File: config.mk
export PLATFORM = sky130hd
export DESIGN_NAME = serial_subtractor_flat
export DESIGN_NICKNAME = d
export VERILOG_FILES = /design/src/rtl/serial_subtractor_pkg.sv /design/src/rtl/serial_subtractor_if.sv /design/src/rtl/serial_subtractor_fs.sv /design/src/rtl/serial_subtractor.sv /design/src/flat_wrapper.sv
export SDC_FILE = /design/constraint.sdc
export NUM_CORES = 1
export LEC_CHECK = 0
export BUFFER_PORTS_ARGS = -buffer_cell sky130_fd_sc_hd__buf_2
export CORE_ASPECT_RATIO = 1.25
export CORE_MARGIN = 3
export CORE_UTILIZATION = 47
export CTS_CLUSTER_SIZE = 28
export DETAILED_ROUTE_END_ITERATION = 10
export GPL_TIMING_DRIVEN = 0
export PLACE_DENSITY = 0.72
export SYNTH_ARGS = -nofsm -noshare
export SYNTH_HDL_FRONTEND = slang
export SYNTH_SLANG_ARGS = --single-unit
File: constraint.sdc
create_clock -name clk -period 1.31 [get_ports clk]
set_input_delay 0.1965 -clock clk [delete_from_list [all_inputs] [get_ports clk]]
set_output_delay 0.1965 -clock clk [all_outputs]
set_load 0.01 [all_outputs]
File: src/rtl/serial_subtractor_pkg.sv
// Shared types for the serial arithmetic family (subtractor today, more later).
package serial_arith_pkg;

   // IDLE: waiting for start; SHIFT: one operand bit consumed per clock.
   typedef enum logic {
      IDLE  = 1'b0,
      SHIFT = 1'b1
   } ser_state_t;

endpackage : serial_arith_pkg

File: src/rtl/serial_subtractor_if.sv
// Operand/result bundle for the serial subtractor.
//
// Handshake: the master raises start with op1/op2/borrow_in valid; the slave
// takes them on the first rising edge where start=1 and busy=0, then holds
// busy high until the result is ready. start while busy=1 is dropped (no
// queueing). done pulses for exactly one cycle when diff/borrow_out update;
// those two then hold until the next done. A start presented in the done
// cycle is accepted on the following edge.
interface serial_subtractor_if #(
   parameter int N = 4
);
   logic         start;
   logic         borrow_in;
   logic [N-1:0] op1;
   logic [N-1:0] op2;
   logic         busy;
   logic         done;
   logic [N-1:0] diff;
   logic         borrow_out;

   modport master (
      output start, borrow_in, op1, op2,
      input  busy, done, diff, borrow_out
   );

   modport slave (
      input  start, borrow_in, op1, op2,
      output busy, done, diff, borrow_out
   );
endinterface : serial_subtractor_if

File: src/rtl/serial_subtractor_fs.sv
// Single-bit full subtractor: d = a - b - bin, bout set when a < b + bin.
module full_subtractor (
   input  logic a,
   input  logic b,
   input  logic bin,
   output logic d,
   output logic bout
);

   // Difference bit and outgoing borrow of one bit position.
   always_comb begin
      d    = a ^ b ^ bin;
      bout = (~a & b) | (~(a ^ b) & bin);
   end

endmodule : full_subtractor

File: src/rtl/serial_subtractor.sv
// Bit-serial unsigned subtractor: diff = op1 - op2 - borrow_in, LSB first,
// one bit per clock through a single full_subtractor cell.
module serial_subtractor
   import serial_arith_pkg::*;
#(
   parameter int N = 4
) (
   input  logic                clk,
   input  logic                rst_n,
   serial_subtractor_if.slave  bus,
   output ser_state_t          dbg_state_o
);

   localparam int CW = $clog2(N + 1);
   localparam logic [CW-1:0] LAST = CW'(N - 1);

   ser_state_t    state_q, state_d;
   logic [N-1:0]  a_sr_q, a_sr_d;
   logic [N-1:0]  b_sr_q, b_sr_d;
   logic [N-1:0]  r_sr_q, r_sr_d;
   logic [N-1:0]  r_next;
   logic          brw_q, brw_d;
   logic [CW-1:0] cnt_q, cnt_d;
   logic          busy_q, busy_d;
   logic          done_q, done_d;
   logic [N-1:0]  diff_q, diff_d;
   logic          bout_q, bout_d;
   logic          fs_d, fs_bout;

   full_subtractor u_fs (
      .a    (a_sr_q[0]),
      .b    (b_sr_q[0]),
      .bin  (brw_q),
      .d    (fs_d),
      .bout (fs_bout)
   );

   // Next-state logic: load on start in IDLE, consume one bit per SHIFT edge,
   // publish the result only on the edge that handles bit N-1.
   always_comb begin
      state_d = state_q;
      a_sr_d  = a_sr_q;
      b_sr_d  = b_sr_q;
      r_sr_d  = r_sr_q;
      brw_d   = brw_q;
      cnt_d   = cnt_q;
      busy_d  = busy_q;
      done_d  = 1'b0;
      diff_d  = diff_q;
      bout_d  = bout_q;
      // Result register with the current difference bit entering at the MSB.
      r_next         = r_sr_q >> 1;
      r_next[N-1]    = fs_d;
      case (state_q)
         IDLE: begin
            if (bus.start) begin
               a_sr_d  = bus.op1;
               b_sr_d  = bus.op2;
               brw_d   = bus.borrow_in;
               cnt_d   = '0;
               busy_d  = 1'b1;
               state_d = SHIFT;
            end
         end
         SHIFT: begin
            a_sr_d = a_sr_q >> 1;
            b_sr_d = b_sr_q >> 1;
            brw_d  = fs_bout;
            r_sr_d = r_next;
            cnt_d  = cnt_q + CW'(1);
            if (cnt_q == LAST) begin
               diff_d  = r_next;
               bout_d  = fs_bout;
               done_d  = 1'b1;
               busy_d  = 1'b0;
               state_d = IDLE;
            end
         end
         default: state_d = IDLE;
      endcase
   end

   // All state, including the visible result, with asynchronous clear.
   always_ff @(posedge clk or negedge rst_n) begin
      if (!rst_n) begin
         state_q <= IDLE;
         a_sr_q  <= '0;
         b_sr_q  <= '0;
         r_sr_q  <= '0;
         brw_q   <= 1'b0;
         cnt_q   <= '0;
         busy_q  <= 1'b0;
         done_q  <= 1'b0;
         diff_q  <= '0;
         bout_q  <= 1'b0;
      end else begin
         state_q <= state_d;
         a_sr_q  <= a_sr_d;
         b_sr_q  <= b_sr_d;
         r_sr_q  <= r_sr_d;
         brw_q   <= brw_d;
         cnt_q   <= cnt_d;
         busy_q  <= busy_d;
         done_q  <= done_d;
         diff_q  <= diff_d;
         bout_q  <= bout_d;
      end
   end

   assign bus.busy       = busy_q;
   assign bus.done       = done_q;
   assign bus.diff       = diff_q;
   assign bus.borrow_out = bout_q;
   assign dbg_state_o    = state_q;

endmodule : serial_subtractor

File: src/flat_wrapper.sv
// flat-port wrapper written by rule: the top's interface ports become plain ports
module serial_subtractor_flat import serial_arith_pkg::*;
#(
   parameter int N = 4
)
  (clk, rst_n, dbg_state_o, bus_start, bus_borrow_in, bus_op1, bus_op2, bus_busy, bus_done, bus_diff, bus_borrow_out);
  serial_subtractor_if #(.N(N)) bus_i ();
  input  logic clk;
  input  logic rst_n;
  output ser_state_t dbg_state_o;
  input wire logic [$bits(bus_i.start)-1:0] bus_start;
  input wire logic [$bits(bus_i.borrow_in)-1:0] bus_borrow_in;
  input wire logic [$bits(bus_i.op1)-1:0] bus_op1;
  input wire logic [$bits(bus_i.op2)-1:0] bus_op2;
  output wire logic [$bits(bus_i.busy)-1:0] bus_busy;
  output wire logic [$bits(bus_i.done)-1:0] bus_done;
  output wire logic [$bits(bus_i.diff)-1:0] bus_diff;
  output wire logic [$bits(bus_i.borrow_out)-1:0] bus_borrow_out;
  assign bus_i.start = bus_start;
  assign bus_i.borrow_in = bus_borrow_in;
  assign bus_i.op1 = bus_op1;
  assign bus_i.op2 = bus_op2;
  assign bus_busy = bus_i.busy;
  assign bus_done = bus_i.done;
  assign bus_diff = bus_i.diff;
  assign bus_borrow_out = bus_i.borrow_out;
  serial_subtractor #(.N(N)) u_core (.clk(clk), .rst_n(rst_n), .bus(bus_i), .dbg_state_o(dbg_state_o));
endmodule
# == Yosys cells after proc, flatten, opt, wreduce, memory -nomap -nowiden ==
# Index checks and enable logic that the tools add are counted.
# totals
ramBits,0
mem_count,0
inputBits,12
register_bits,24
mem_bits_ro,0
wordCells,40
latch_bits,0
output_inout_bits,8
# op_classes
mul,0
bitwise,8
n_div,0
shifts,0
n_eq_ne,3
order_cmp,0
mux,16
n_reduce_logical,2
add_sub_neg,1
# ops
operator,count
4-bit case mux with 2 select lines,2
4-bit two-way mux,2
1-bit two-way mux,7
1-bit case mux with 2 select lines,3
3-bit case mux with 2 select lines,1
2-bit inequality test (second input constant),2
2-bit AND reduction,2
3-bit by 1-bit adder with 3-bit output (second input constant),1
3-bit by 2-bit equality test with 1-bit output (second input constant),1
3-bit two-way mux,1
1-bit NOT,3
1-bit AND,2
1-bit bitwise XOR,2
1-bit bitwise OR,1

# == Logic depth before layout (Yosys ltp) ==
# depth
word_depth,5
depth_mapped,4
ltp_nobuf,4

# == By module ==
# From an unflattened synthesis, not the netlist that was laid out.
# hier_totals
cells_unflattened,79
area_unflattened_um2,1014.7
# by_module_without_submodules
module,area_per_inst_um2,n_inst,cells_each,seq_area_each_um2
serial_subtractor,983.4,1,75,575.6
full_subtractor,31.3,1,4,0.0

# == Worst setup path after synthesis ==
# No wires, ideal clock.
# synth_timing
path_type,reg-to-reg
startpoint,register u_core.cnt_q[0]
endpoint,register u_core.diff_q[0] (netlist: u_core.bus.diff[0])
path_stages_with_launch,5
arrival_time_ns,1.202
synth_period_minus_slack_ns,1.327
path_buffers,0
required_ns,1.185
setup_slack_ns,-0.017
setup_time_ns,0.125
cell_sequence,dfrtp_1 > ha_1 > ha_1 > nand2_4 > mux2_4
# synth_via
elab_chain_len,2
# synth_lines
item,line,text
from (decl),serial_subtractor.sv:23,"logic [CW-1:0] cnt_q, cnt_d;"
from (signal assigned),serial_subtractor.sv:102,cnt_q <= cnt_d;
3-bit by 2-bit equality test with 1-bit output,serial_subtractor.sv:71,if (cnt_q == LAST) begin
2-bit AND reduction (no source line),n/a,
to (signal assigned),serial_subtractor.sv:105,diff_q <= diff_d;
to (decl),serial_subtractor.sv:26,"logic [N-1:0] diff_q, diff_d;"
# Every way passes these cells.
# A chain may end at the register's enable or synchronous reset.

# == Worst setup path after layout ==
# layout_timing
startpoint,register u_core.brw_q
endpoint,register u_core.diff_q[3] (netlist: u_core.bus.diff[3])
# layout_via
elab_chain_len,1
# layout_lines
item,line,text
from (decl),serial_subtractor.sv:22,"logic brw_q, brw_d;"
from (signal assigned),serial_subtractor.sv:101,brw_q <= brw_d;
1-bit bitwise XOR,serial_subtractor_fs.sv:12,d = a ^ b ^ bin;
net u_core.fs_d,serial_subtractor.sv:28,"logic fs_d, fs_bout;"
# The timed path passes the listed nets, and every way through them passes these cells.

==> results.md <==
* Critical path buffers and inverters at 1
* Initial Util at 50.8%
* DIE AREA at 0.00279 mm²
* Min-delay worst type: primary input to flip-flop
* Clock slew at reported path FFs at about 130 ps
* Critical Path RT at 1520 ps
* Max stage delay on crit path at 500 ps
* Slew @ Worst Pin at 497 ps
* Max_cap viols at 0
* Fillers at about 180
* RSZ-0062 raised after global routing: yes
* Maximum clock rate at 767 MHz
* Global-route wire length before repair at between 2000 and 3000 µm
* Latest clock arrival within the worst-skew pair at 310 ps
* Vias in the first global route at around 660
* Max VDD drop at 1200 µV
* Power Density at approximately 2300 mW/mm²
* Final ANT Viol Nets at 0
* FF-to-FF Start: u_core.brw_q$_DFFE_PN0P_
* # setup viols final at 0
* Mapped Cells at between 70 and 80
* Clock Tree Buf Depth at 2
* Met2 WL at around 850 µm
* Synth warnings at 0
* Grt ovf at 0
* Die W at about 48 µm
* Layout Nets at between 100 and 150
* Startpoint types: flip-flop
* H-Tree Depth at 1
* Worst reg2reg endpoint: u_core.bus.diff[3]$_DFFE_PN0P_
* Non-Filler Instances at 126
* Final hold vios at 0
* Average cell area after synthesis at 13.0 µm²
* Post-synthesis sequential area ratio at between 50% and 60%
* Cells after DPL at 118
* Max-slew violation count at 0
* Initial antenna violation count at 0
* Status: complete, no violations
* Via density at 5.11
* Port Buffers at 19
* Reg2Reg Depth at 3
* # IOs at 20
* Hold depth at 3
* Fin Clk Skew at 7.15 ps
* Routed vias at 644
* Slowest-stage cell, CP: fa_1
* Hold path startpoint: bus_op1[3]
* CTS buffer count at 3
* Detailed Route Iter0 Violations at 6
* Met3 routed WL at 62 µm
* Number of diodes at 0
* DP Wirelength at ~1200 µm
* Kind of critical path: flip-flop to flip-flop
* CP Cell Sequence: inv_1 > fa_1 > mux2_4
* Synth unique cells at 16
* M1 WL at between 700 and 800 µm
* Clock root buffer: clkbuf_4
* FF-to-FF setup slack at 5 ps
* Core ar. at 0.00203 mm²
* GPL Wtd Cong at 0.712
* Drt drc at 0
* DRT Pass-1 Iters at 4
* Setup_tns at 0 ps
* Maximum fanout along the worst path at 2
* Post-Synthesis Cell Area at just over 0.001 mm²
* Clock sinks at 23
* # rows at 18
* Synth top area share at 55.9%
* Leak at 0.659 nW
* Final Cycle Share at 99.6%
* Worst slew margin at 66.9%
* Flops & latches, synth at 23
* Synth area leaders: dfrtp_1 56%, mux2i_1 12%, mux2_4 5.8%
* Fin crit period at about 1300 ps
* Worst Path Arrival at 1520 ps
* Gr usage total at ~13%
* WL final at 1700 µm
* TritonCTS clock tree: built
* Synth-to-layout area growth at 20.2%
* Critical Path End Type: flip-flop
* Hold Crit Endpoint: u_core.a_sr_q[3]$_DFFE_PN0P_
* Largest net degree at the start of global routing at 24
* Delay-heaviest family, CP: adder cells
* Die Y at 58.3 µm
* Area leader, netlist: dfrtp_1
* Syn_nets at 95
* Layout cell share with drive strength beyond 1 at 38.7%
* Drt wl/cell at 13.5 µm
* Top sig layer: met4
through the flow:
| stage | hold WS, ps | total power, W | instance area [µm²] | worst slack, ps | util [%] |
|---|---|---|---|---|---|
| after floorplan | -99.1 | 0.00211 | 1030 | 28.6 | - |
| after detailed placement | 197 | 0.00244 | 1150 | -40.4 | 56.9 |
| after global routing | 151 | 0.00315 | 1240 | -33.6 | 61.0 |
| after CTS | 123 | 0.00284 | 1220 | 12.0 | 60.1 |
| after global placement | 189 | 0.00239 | 1150 | -15.0 | 56.9 |
| final | 136 | 0.00291 | 1240 | 5.43 | 61.0 |
cell usage after synthesis:
master and n:
dfrtp_1 23, mux2i_1 12, inv_1 8, nand2_1 6
o21ai_1 5, mux2_2 4, mux2_4 4, nor2_1 4
buf_6 3, ha_1 3, a22o_1 2, buf_2 1
fa_1 1, nand2_4 1, o21ai_0 1, o22ai_1 1
routing by layer:
layer	track usage (%)	vias to the layer above
met4	5.77	0
li1	-	316
met1	16.2	312
met2	22.3	14
met3	2.75	2
met5	0	-
layout by cell type, fill, tap and decap left out:
| master | n |
|---|---|
| o21ai_1 | 5 |
| dfrtp_1 | 23 |
| inv_1 | 8 |
| nand2_1 | 6 |
| clkinv_2 | 1 |
| nand2_8 | 1 |
| buf_2 | 20 |
| fa_1 | 1 |
| buf_4 | 3 |
| a22o_1 | 2 |
| clkbuf_4 | 3 |
| buf_6 | 3 |
| o22ai_1 | 1 |
| ha_4 | 1 |
| ha_2 | 1 |
| o21ai_0 | 1 |
| ha_1 | 1 |
| nor2_1 | 4 |
| mux2_4 | 5 |
| dlygate4sd3_1 | 1 |
| mux2i_1 | 12 |
| mux2_2 | 3 |
cell families (layout without fill, tap and decap cells):
kind of cell,Yosys count,count (layout),share of synthesized area (%)
DFF,23,23,55.9
muxes,20,20,21.9
buffers and inverters,12,39,6.68
and+or+nand+nor,11,11,4.74
AOI/OAI and AO/OA,9,9,5.22
adders and majority gates,4,4,5.59
sequential cells by signal, indices dropped and copies added, names as in the netlist, 3 cells and up:
| signal | flops |
|---|---|
| u_core.a_sr_q | 4 |
| u_core.bus.diff | 4 |
| u_core.b_sr_q | 4 |
| u_core.cnt_q | 3 |
| u_core.r_sr_q | 3 |
worst max-delay path by stage:
stage / from / end / slack (ps) / depth (start not counted)
CTS: u_core.cnt_q[0]$_DFFE_PN0P_ / u_core.bus.diff[1]$_DFFE_PN0P_ / 10 / 4
global placement: u_core.cnt_q[0]$_DFFE_PN0P_ / u_core.bus.diff[0]$_DFFE_PN0P_ / -10 / 4
floorplan: u_core.cnt_q[0]$_DFFE_PN0P_ / u_core.bus.diff[0]$_DFFE_PN0P_ / 30 / 4
global route: u_core.brw_q$_DFFE_PN0P_ / u_core.r_sr_q[3]$_DFFE_PN0P_ / -30 / 3
detailed placement: u_core.cnt_q[0]$_DFFE_PN0P_ / u_core.bus.diff[1]$_DFFE_PN0P_ / -40 / 4
finish: u_core.brw_q$_DFFE_PN0P_ / u_core.bus.diff[3]$_DFFE_PN0P_ / 5 / 3
worst min-delay path: cells and delay by family:
| kind | cells | cell delay [ps] |
|---|---|---|
| buffers and inverters | 1 | 80 |
| and+or+nand+nor | 1 | 80 |
| muxes | 1 | 60 |
final cells by class:
cell class | count | area, µm² | area share (%)
Timing Repair Buffer | 23 | 128 | 10.3
Sequential cell | 23 | 576 | 46.5
Multi-Input combinational cell | 44 | 413 | 33.4
Buffer | 4 | 38.8 | 3.13
Clock inverter | 1 | 5.00 | 0.404
Inverter | 8 | 30.0 | 2.43
Clock buffer | 3 | 22.5 | 1.82
Tap cell | 20 | 25.0 | 2.02
report_power, final:
| group | total, W | switching (W) | leakage [nW] | internal, W |
|---|---|---|---|---|
| sequential | 0.00120 | 0.000169 | 0.285 | 0.00103 |
| clock | 0.000326 | 0.000212 | 0.0177 | 0.000114 |
| combinational | 0.00138 | 0.000614 | 0.357 | 0.000766 |
| total | 0.00291 | 0.000994 | 0.659 | 0.00191 |
what timing repair did:
item / CTS / global route
setup buffers: 2 / 1
hold buffers: 1 / 0
pin swaps: 1 / 2
endpoints found under the setup margin: 4 / 6
endpoints found under the hold margin: 23 / 0
resized for setup: 2 / 2
gates cloned: 0 / 0
Power figures use the tool's default switching activity.
